`config.mk`:
```
export PLATFORM = sky130hd
export DESIGN_NAME = ysyx_22040127_div_ctrl
export DESIGN_NICKNAME = d
export VERILOG_FILES = /design/src/rtl/ysyx_22040127_div_pkg.sv /design/src/rtl/ysyx_22040127_div.sv /design/src/rtl/ysyx_22040127_div_ctrl.sv
export SDC_FILE = /design/constraint.sdc
export NUM_CORES = 2
export LEC_CHECK = 0
export CELL_PAD_IN_SITES_DETAIL_PLACEMENT = 0
export CELL_PAD_IN_SITES_GLOBAL_PLACEMENT = 1
export CORE_MARGIN = 3
export CORE_UTILIZATION = 50
export CTS_BUF_LIST = sky130_fd_sc_hd__clkbuf_4
export DETAILED_ROUTE_END_ITERATION = 16
export GPL_ROUTABILITY_DRIVEN = 0
export PLACE_DENSITY = 0.95
export SYNTH_ARGS = -nofsm -noshare
export SYNTH_HDL_FRONTEND = slang
export SYNTH_HIERARCHICAL = 1
export SYNTH_SLANG_ARGS = --single-unit
```
`constraint.sdc`:
```
create_clock -name clk -period 8.9 [get_ports clk]
set_input_delay 2.225 -clock clk [delete_from_list [all_inputs] [get_ports clk]]
set_output_delay 2.225 -clock clk [all_outputs]
set_load 0.02 [all_outputs]
```
`src/rtl/ysyx_22040127_div_pkg.sv`:
```
// Shared encodings and helpers for the divide controller and its radix-2 divider.
package ysyx_22040127_div_pkg;

    // Divide op encoding, taken directly from funct3[1:0]
    typedef enum logic [1:0] {
        DIV_OP_DIV  = 2'b00,
        DIV_OP_DIVU = 2'b01,
        DIV_OP_REM  = 2'b10,
        DIV_OP_REMU = 2'b11
    } div_op_e;

    // Controller state encoding
    typedef enum logic [1:0] {
        IDLE  = 2'b00,
        RUN   = 2'b01,
        DONE  = 2'b10,
        DRAIN = 2'b11
    } div_state_e;

    // Most negative dividend for the 64-bit and the sign-extended 32-bit forms
    localparam logic [63:0] MOST_NEG64    = 64'h8000_0000_0000_0000;
    localparam logic [63:0] MOST_NEG32_SX = 64'hFFFF_FFFF_8000_0000;

    // Sign-extend a 32-bit value to 64 bits
    function automatic logic [63:0] sext32(input logic [31:0] v);
        return {{32{v[31]}}, v};
    endfunction

    // Two's complement negation
    function automatic logic [63:0] neg64(input logic [63:0] v);
        return ~v + 64'd1;
    endfunction

endpackage

```
`src/rtl/ysyx_22040127_div.sv`:
```
// Iterative radix-2 restoring divider. A one-cycle is_div pulse loads the
// magnitudes, 64 shift/subtract steps follow, then a sign-fix step re-reads the
// operand signs from div_x/div_y/div_s and raises ready for one cycle.
module ysyx_22040127_div
    import ysyx_22040127_div_pkg::*;
(
    input  logic        clk,
    input  logic        rst,
    input  logic        is_div,
    input  logic [63:0] div_x,
    input  logic [63:0] div_y,
    input  logic        div_s,
    output logic        ready,
    output logic [63:0] quo,
    output logic [63:0] rem
);

    logic        run_r;
    logic        fix_r;
    logic [5:0]  cnt_r;
    logic [63:0] rem_acc_r;
    logic [63:0] quo_acc_r;
    logic [63:0] dvs_r;
    logic        ready_r;
    logic [63:0] quo_r;
    logic [63:0] rem_r;

    logic [63:0] abs_x_s;
    logic [63:0] abs_y_s;
    logic [64:0] rem_sh_s;
    logic [63:0] diff_s;
    logic        ge_s;
    logic [63:0] rem_nx_s;
    logic [63:0] quo_nx_s;
    logic        neg_q_s;
    logic        neg_r_s;

    // Operand magnitudes, one shift/subtract step, and result sign selection
    always_comb begin
        abs_x_s  = (div_s & div_x[63]) ? neg64(div_x) : div_x;
        abs_y_s  = (div_s & div_y[63]) ? neg64(div_y) : div_y;
        rem_sh_s = {rem_acc_r, quo_acc_r[63]};
        ge_s     = (rem_sh_s >= {1'b0, dvs_r});
        // When ge_s holds the true difference is below 2^64, so 64-bit wrap is exact
        diff_s   = rem_sh_s[63:0] - dvs_r;
        if (ge_s) begin
            rem_nx_s = diff_s;
        end else begin
            rem_nx_s = rem_sh_s[63:0];
        end
        quo_nx_s = {quo_acc_r[62:0], ge_s};
        neg_q_s  = div_s & (div_x[63] ^ div_y[63]);
        neg_r_s  = div_s & div_x[63];
    end

    // Load / iterate / sign-fix sequencing
    always_ff @(posedge clk) begin
        if (rst) begin
            run_r     <= 1'b0;
            fix_r     <= 1'b0;
            cnt_r     <= 6'd0;
            rem_acc_r <= 64'd0;
            quo_acc_r <= 64'd0;
            dvs_r     <= 64'd0;
            ready_r   <= 1'b0;
            quo_r     <= 64'd0;
            rem_r     <= 64'd0;
        end else begin
            ready_r <= 1'b0;
            if (run_r) begin
                rem_acc_r <= rem_nx_s;
                quo_acc_r <= quo_nx_s;
                cnt_r     <= cnt_r + 6'd1;
                if (cnt_r == 6'd63) begin
                    run_r <= 1'b0;
                    fix_r <= 1'b1;
                end else begin
                    run_r <= 1'b1;
                end
            end else if (fix_r) begin
                fix_r   <= 1'b0;
                ready_r <= 1'b1;
                quo_r   <= neg_q_s ? neg64(quo_acc_r) : quo_acc_r;
                rem_r   <= neg_r_s ? neg64(rem_acc_r) : rem_acc_r;
            end else if (is_div) begin
                run_r     <= 1'b1;
                cnt_r     <= 6'd0;
                rem_acc_r <= 64'd0;
                quo_acc_r <= abs_x_s;
                dvs_r     <= abs_y_s;
            end else begin
                run_r <= 1'b0;
            end
        end
    end

    assign ready = ready_r;
    assign quo   = quo_r;
    assign rem   = rem_r;

endmodule

```
`src/rtl/ysyx_22040127_div_ctrl.sv`:
```
// Sequencing controller between EX and the radix-2 divider: operand prep,
// divide-by-zero / overflow short-cuts, result selection and flush draining.
module ysyx_22040127_div_ctrl
    import ysyx_22040127_div_pkg::*;
#(
    parameter int XLEN = 64
) (
    input  logic            clk,
    input  logic            rst,
    input  logic            req_valid,
    output logic            req_ready,
    input  logic [1:0]      req_op,
    input  logic            req_word,
    input  logic [XLEN-1:0] req_a,
    input  logic [XLEN-1:0] req_b,
    input  logic            flush,
    output logic            resp_valid,
    input  logic            resp_ready,
    output logic [XLEN-1:0] resp_data,
    output logic            busy
);

    div_state_e  state_r;
    logic        busy_r;
    logic        resp_valid_r;
    logic [63:0] resp_data_r;
    logic        div_start_r;
    logic [63:0] a_r;
    logic [63:0] b_r;
    div_op_e     op_r;
    logic        word_r;

    logic        div_ready_s;
    logic [63:0] div_quo_s;
    logic [63:0] div_rem_s;

    logic        signed_s;
    logic [63:0] a_prep_s;
    logic [63:0] b_prep_s;
    logic [63:0] most_neg_s;
    logic        dbz_s;
    logic        ovf_s;
    logic        special_s;
    logic [63:0] sp_sel_s;
    logic [63:0] sp_res_s;
    logic        accept_s;
    logic [63:0] dv_sel_s;
    logic [63:0] dv_res_s;

    // Operand prep, special-case detection and result formatting
    always_comb begin
        signed_s = ~req_op[0];
        if (req_word) begin
            if (signed_s) begin
                a_prep_s = sext32(req_a[31:0]);
                b_prep_s = sext32(req_b[31:0]);
            end else begin
                a_prep_s = {32'd0, req_a[31:0]};
                b_prep_s = {32'd0, req_b[31:0]};
            end
        end else begin
            a_prep_s = req_a;
            b_prep_s = req_b;
        end
        most_neg_s = req_word ? MOST_NEG32_SX : MOST_NEG64;
        dbz_s      = (b_prep_s == 64'd0);
        ovf_s      = signed_s & (b_prep_s == 64'hFFFF_FFFF_FFFF_FFFF) & (a_prep_s == most_neg_s);
        special_s  = dbz_s | ovf_s;
        // rem flavour picks the remainder: a on divide-by-zero, 0 on overflow
        if (req_op[1]) begin
            sp_sel_s = dbz_s ? a_prep_s : 64'd0;
        end else begin
            sp_sel_s = dbz_s ? 64'hFFFF_FFFF_FFFF_FFFF : a_prep_s;
        end
        sp_res_s = req_word ? sext32(sp_sel_s[31:0]) : sp_sel_s;
        accept_s = req_valid & (state_r == IDLE) & ~flush;
        dv_sel_s = op_r[1] ? div_rem_s : div_quo_s;
        dv_res_s = word_r ? sext32(dv_sel_s[31:0]) : dv_sel_s;
    end

    // Controller FSM with registered outputs
    always_ff @(posedge clk) begin
        if (rst) begin
            state_r      <= IDLE;
            busy_r       <= 1'b0;
            resp_valid_r <= 1'b0;
            resp_data_r  <= 64'd0;
            div_start_r  <= 1'b0;
            a_r          <= 64'd0;
            b_r          <= 64'd0;
            op_r         <= DIV_OP_DIV;
            word_r       <= 1'b0;
        end else begin
            div_start_r <= 1'b0;
            case (state_r)
                IDLE: begin
                    if (accept_s) begin
                        a_r    <= a_prep_s;
                        b_r    <= b_prep_s;
                        op_r   <= div_op_e'(req_op);
                        word_r <= req_word;
                        busy_r <= 1'b1;
                        if (special_s) begin
                            state_r      <= DONE;
                            resp_valid_r <= 1'b1;
                            resp_data_r  <= sp_res_s;
                        end else begin
                            state_r     <= RUN;
                            div_start_r <= 1'b1;
                        end
                    end else begin
                        state_r <= IDLE;
                    end
                end
                RUN: begin
                    if (div_ready_s) begin
                        if (flush) begin
                            // Divider has just finished, so nothing is left to drain
                            state_r <= IDLE;
                            busy_r  <= 1'b0;
                        end else begin
                            state_r      <= DONE;
                            resp_valid_r <= 1'b1;
                            resp_data_r  <= dv_res_s;
                        end
                    end else if (flush) begin
                        state_r <= DRAIN;
                    end else begin
                        state_r <= RUN;
                    end
                end
                DONE: begin
                    if (flush || resp_ready) begin
                        state_r      <= IDLE;
                        busy_r       <= 1'b0;
                        resp_valid_r <= 1'b0;
                    end else begin
                        state_r <= DONE;
                    end
                end
                DRAIN: begin
                    if (div_ready_s) begin
                        state_r <= IDLE;
                        busy_r  <= 1'b0;
                    end else begin
                        state_r <= DRAIN;
                    end
                end
                default: begin
                    state_r      <= IDLE;
                    busy_r       <= 1'b0;
                    resp_valid_r <= 1'b0;
                end
            endcase
        end
    end

    // Operands stay in a_r/b_r/op_r until the next accept, which cannot
    // happen before the divider's ready pulse.
    ysyx_22040127_div u_div (
        .clk    (clk),
        .rst    (rst),
        .is_div (div_start_r),
        .div_x  (a_r),
        .div_y  (b_r),
        .div_s  (~op_r[0]),
        .ready  (div_ready_s),
        .quo    (div_quo_s),
        .rem    (div_rem_s)
    );

    assign req_ready  = (state_r == IDLE);
    assign resp_valid = resp_valid_r;
    assign resp_data  = resp_data_r;
    assign busy       = busy_r;

endmodule

```
==> impl_metrics.csv <==
group,metric,value,unit
place,port-buffer-count,202,
yosys,synthCells,4001,
layout,stdcell_area,35200,um^2
worst_setup_path,cp_slowest_cell,"a221oi_4",
worst_setup_path,ff2ff_setup_slack,3970,ps
cts,cts.reportedPaths.clkPinSlew,60,ps
yosys,ys_seq_elements,529,
cts,ctsHoldBuffers,0,
die,die_h,255,um
yosys,ys_warn_count,6,
layout,fill_cells,5741,
cts,cts_tree,"yes",
yosys,synth_edf_count,0,
global_routing,grt_max_degree,119,
layout,nNetsFinal,4306,
pwr,power,8.45,mW
place,placed_area,33400,um^2
detailed_routing,routedWlPerCell,21.4,um
die,die_x,255,um
timing,finalSetupViolCount,0,
global_routing,grt_pass1_wl,163,mm
cts,cts_resized,0,
worst_setup_path,critPathLaunchType,"input pin",
pwr,powerDensity,240,nW/um^2
detailed_routing,routed_wl,108,mm
cts,post_cts_buffers,0,
detailed_routing,drtIter0Drc,3821,
timing,fin_skew,56.6,ps
detailed_routing,drc,0,
pwr,leakage,12.5,nW
worst_hold_path,hold_path_class,"flop to flop",
worst_setup_path,required,9820,ps
die,initial_utilization,0.511,
place,pre_cts_ws,2580,ps
layout,area_growth,13.2,%
detailed_routing,vias_per_cell,6.17,
yosys,synth_nets,4207,
timing,fin_crit_sh,0.607,
worst_setup_path,critPathMaxStageDelay,1050,ps
worst_setup_path,worstPathMaxFanout,37,
yosys,synthFlopType,"dfxtp_1",
global_routing,grt.total_usage,0.316,
cts,cts_made_buffers,145,
cts,clockBufferDepth,3,
detailed_routing,first_pass_iters,6,
layout,layout-drive-gt1-share,0.0777,
global_routing,grt-ovfl-total,0,
worst_setup_path,path_class,"input pin to flop",
worst_setup_path,critPathCaptureType,"flop",
timing,period_needed,5400,ps
pwr,ir_drop,0.226,mV
yosys,postSynth.asyncResetShare,0,
timing,rsz0062_at_grt,"no",
flow_run,drv_cap,0,
yosys,netlist_area,31100,um^2
timing,tightest_slew,1280,ps
die,core_area,60900,um^2
die,fp.dieArea,65200,um^2
detailed_routing,ant_nets,0,
die,ios,203,
cts,ctsHtreeMaxLevel,4,
yosys,syn_area_per_cell,7.77,um^2
global_routing,grt_pass1_vias,27841,
timing,maxSlewHeadroom,0.140,
worst_setup_path,worstPathArrival,6320,ps
worst_setup_path,crit_chain,"clkdlybuf4s50_1 > nor4_1 > a41oi_1 > o22ai_1 > and2_2 > nand2_1 > a221oi_4 > a32o_1",
timing,fin_setup_tns,0,ps
cts,cts_root_buffer,"clkbuf_4",
yosys,ys_types,93,
timing,fmax,185,MHz
layout,post-route-util,0.578,
cts,clkSinkCount,529,
timing,hold_viol,0,
timing,maxSlewViolCount,0,
die,num_rows,90,
detailed_routing,via_count,31032,
place,dpl.hpwl,78.3,mm
global_routing,antenna_found_initial,4,
cts,clock_latency,990,ps
yosys,ys_seq_area_frac,0.340,
timing,worst_slack,3500,ps
status,status,"completed",
==> flip-flops by register name, summed over array words and instances, names as in the netlist <==
signal           cells
a_r                 64
b_r                 64
busy                 1
div_start_r          1
op_r                 2
resp_data           64
resp_valid           1
state_r              2
u_div/cnt_r          6
u_div/dvs_r         64
u_div/fix_r          1
u_div/quo           64
u_div/quo_acc_r     64
u_div/ready          1
u_div/rem           64
u_div/rem_acc_r     64
u_div/run_r          1
word_r               1
==> cell usage in the layout, fill, tap and decap left out, drive strengths merged, types with 40 or more instances in the layout <==
| cell | count |
|---|---|
| a211oi | 221 |
| buf | 41 |
| nand4 | 49 |
| clkdlybuf4s50 | 201 |
| inv | 115 |
| or3 | 52 |
| clkbuf | 211 |
| xnor2 | 127 |
| o21ai | 182 |
| nor2 | 545 |
| a21oi | 408 |
| nor3 | 153 |
| xor2 | 148 |
| o31ai | 46 |
| dfxtp | 529 |
| nor4 | 63 |
| ha | 69 |
| mux2i | 98 |
| nand2 | 373 |
| nand3 | 40 |
==> worst paths after layout <==
kind	startpoint	to	cells after the start
worst min register to register	u_div/quo[43]	u_div/quo[43]	2
worst min-delay path	u_div/quo[43]	u_div/quo[43]	2
worst max register to register	u_div/rem_acc_r[11]	u_div/rem_acc_r[63]	11
worst max-delay path	req_word	resp_data[47]	8
==> critical path: cells and delay by family <==
kind / cells / cell delay, ps
AO/OA/AOI/OAI: 4 / 1810
buffers and inverters: 1 / 660
AND/OR/NAND/NOR: 3 / 1610
==> final cells by class <==
| cell class | instances | area, um^2 | area share |
|---|---|---|---|
| Sequential cell | 529 | 10600 | 0.301 |
| Antenna cell | 6 | 15.0 | 0.000426 |
| Tap cell | 828 | 1040 | 0.0294 |
| Clock inverter | 34 | 265 | 0.00753 |
| Timing Repair Buffer | 242 | 2330 | 0.0661 |
| Inverter | 111 | 417 | 0.0118 |
| Multi-Input combinational cell | 3071 | 19000 | 0.539 |
| Clock buffer | 211 | 1580 | 0.0450 |
==> per-stage QoR <==
step / cells / hold WS [ps]
3_5_place_dp: 4781 / 442
5_1_grt: 5031 / 471
6_report: 5032 / 450
4_1_cts: 5026 / 451
3_3_place_gp: 4781 / 438
2_1_floorplan: 4001 / 425
==> logic make-up after synthesis <==
group	Yosys count	synth area share
compound gates	1173	0.245
xor+xnor	275	0.0774
fa+ha+maj	102	0.0387
buf+inv	401	0.0519
flops	529	0.340
mux	100	0.0323
simple gates	1421	0.214
==> power by group <==
group / switching [mW] / internal (mW)
Sequential: 0.196 / 2.48
Combinational: 2.20 / 1.31
Clock: 1.05 / 1.22
==> layer usage <==
| layer | vias up | track usage | routed length [um] |
|---|---|---|---|
| met5 | - | 0 | 0 |
| met3 | 243 | 0.0751 | 11000 |
| met2 | 1511 | 0.468 | 46100 |
| met4 | 0 | 0.141 | 4500 |
| li1 | 14793 | - | - |
| met1 | 14485 | 0.436 | 46200 |
==> Yosys cell counts (46+ instances only) <==
cell / count / area, um^2
a211oi_1: 221 / 1660
nand4_1: 47 / 294
mux2i_1: 98 / 981
nor3_1: 152 / 761
o21ai_0: 177 / 886
o31ai_1: 46 / 345
xor2_1: 148 / 1300
a21oi_1: 408 / 2040
ha_1: 69 / 863
xnor2_1: 127 / 1110
or3_1: 47 / 294
clkbuf_1: 245 / 920
nor2_1: 545 / 2050
nand2_1: 371 / 1390
nor4_1: 57 / 357
inv_1: 110 / 413
dfxtp_1: 529 / 10600
(Power assumes the default switching activity.)
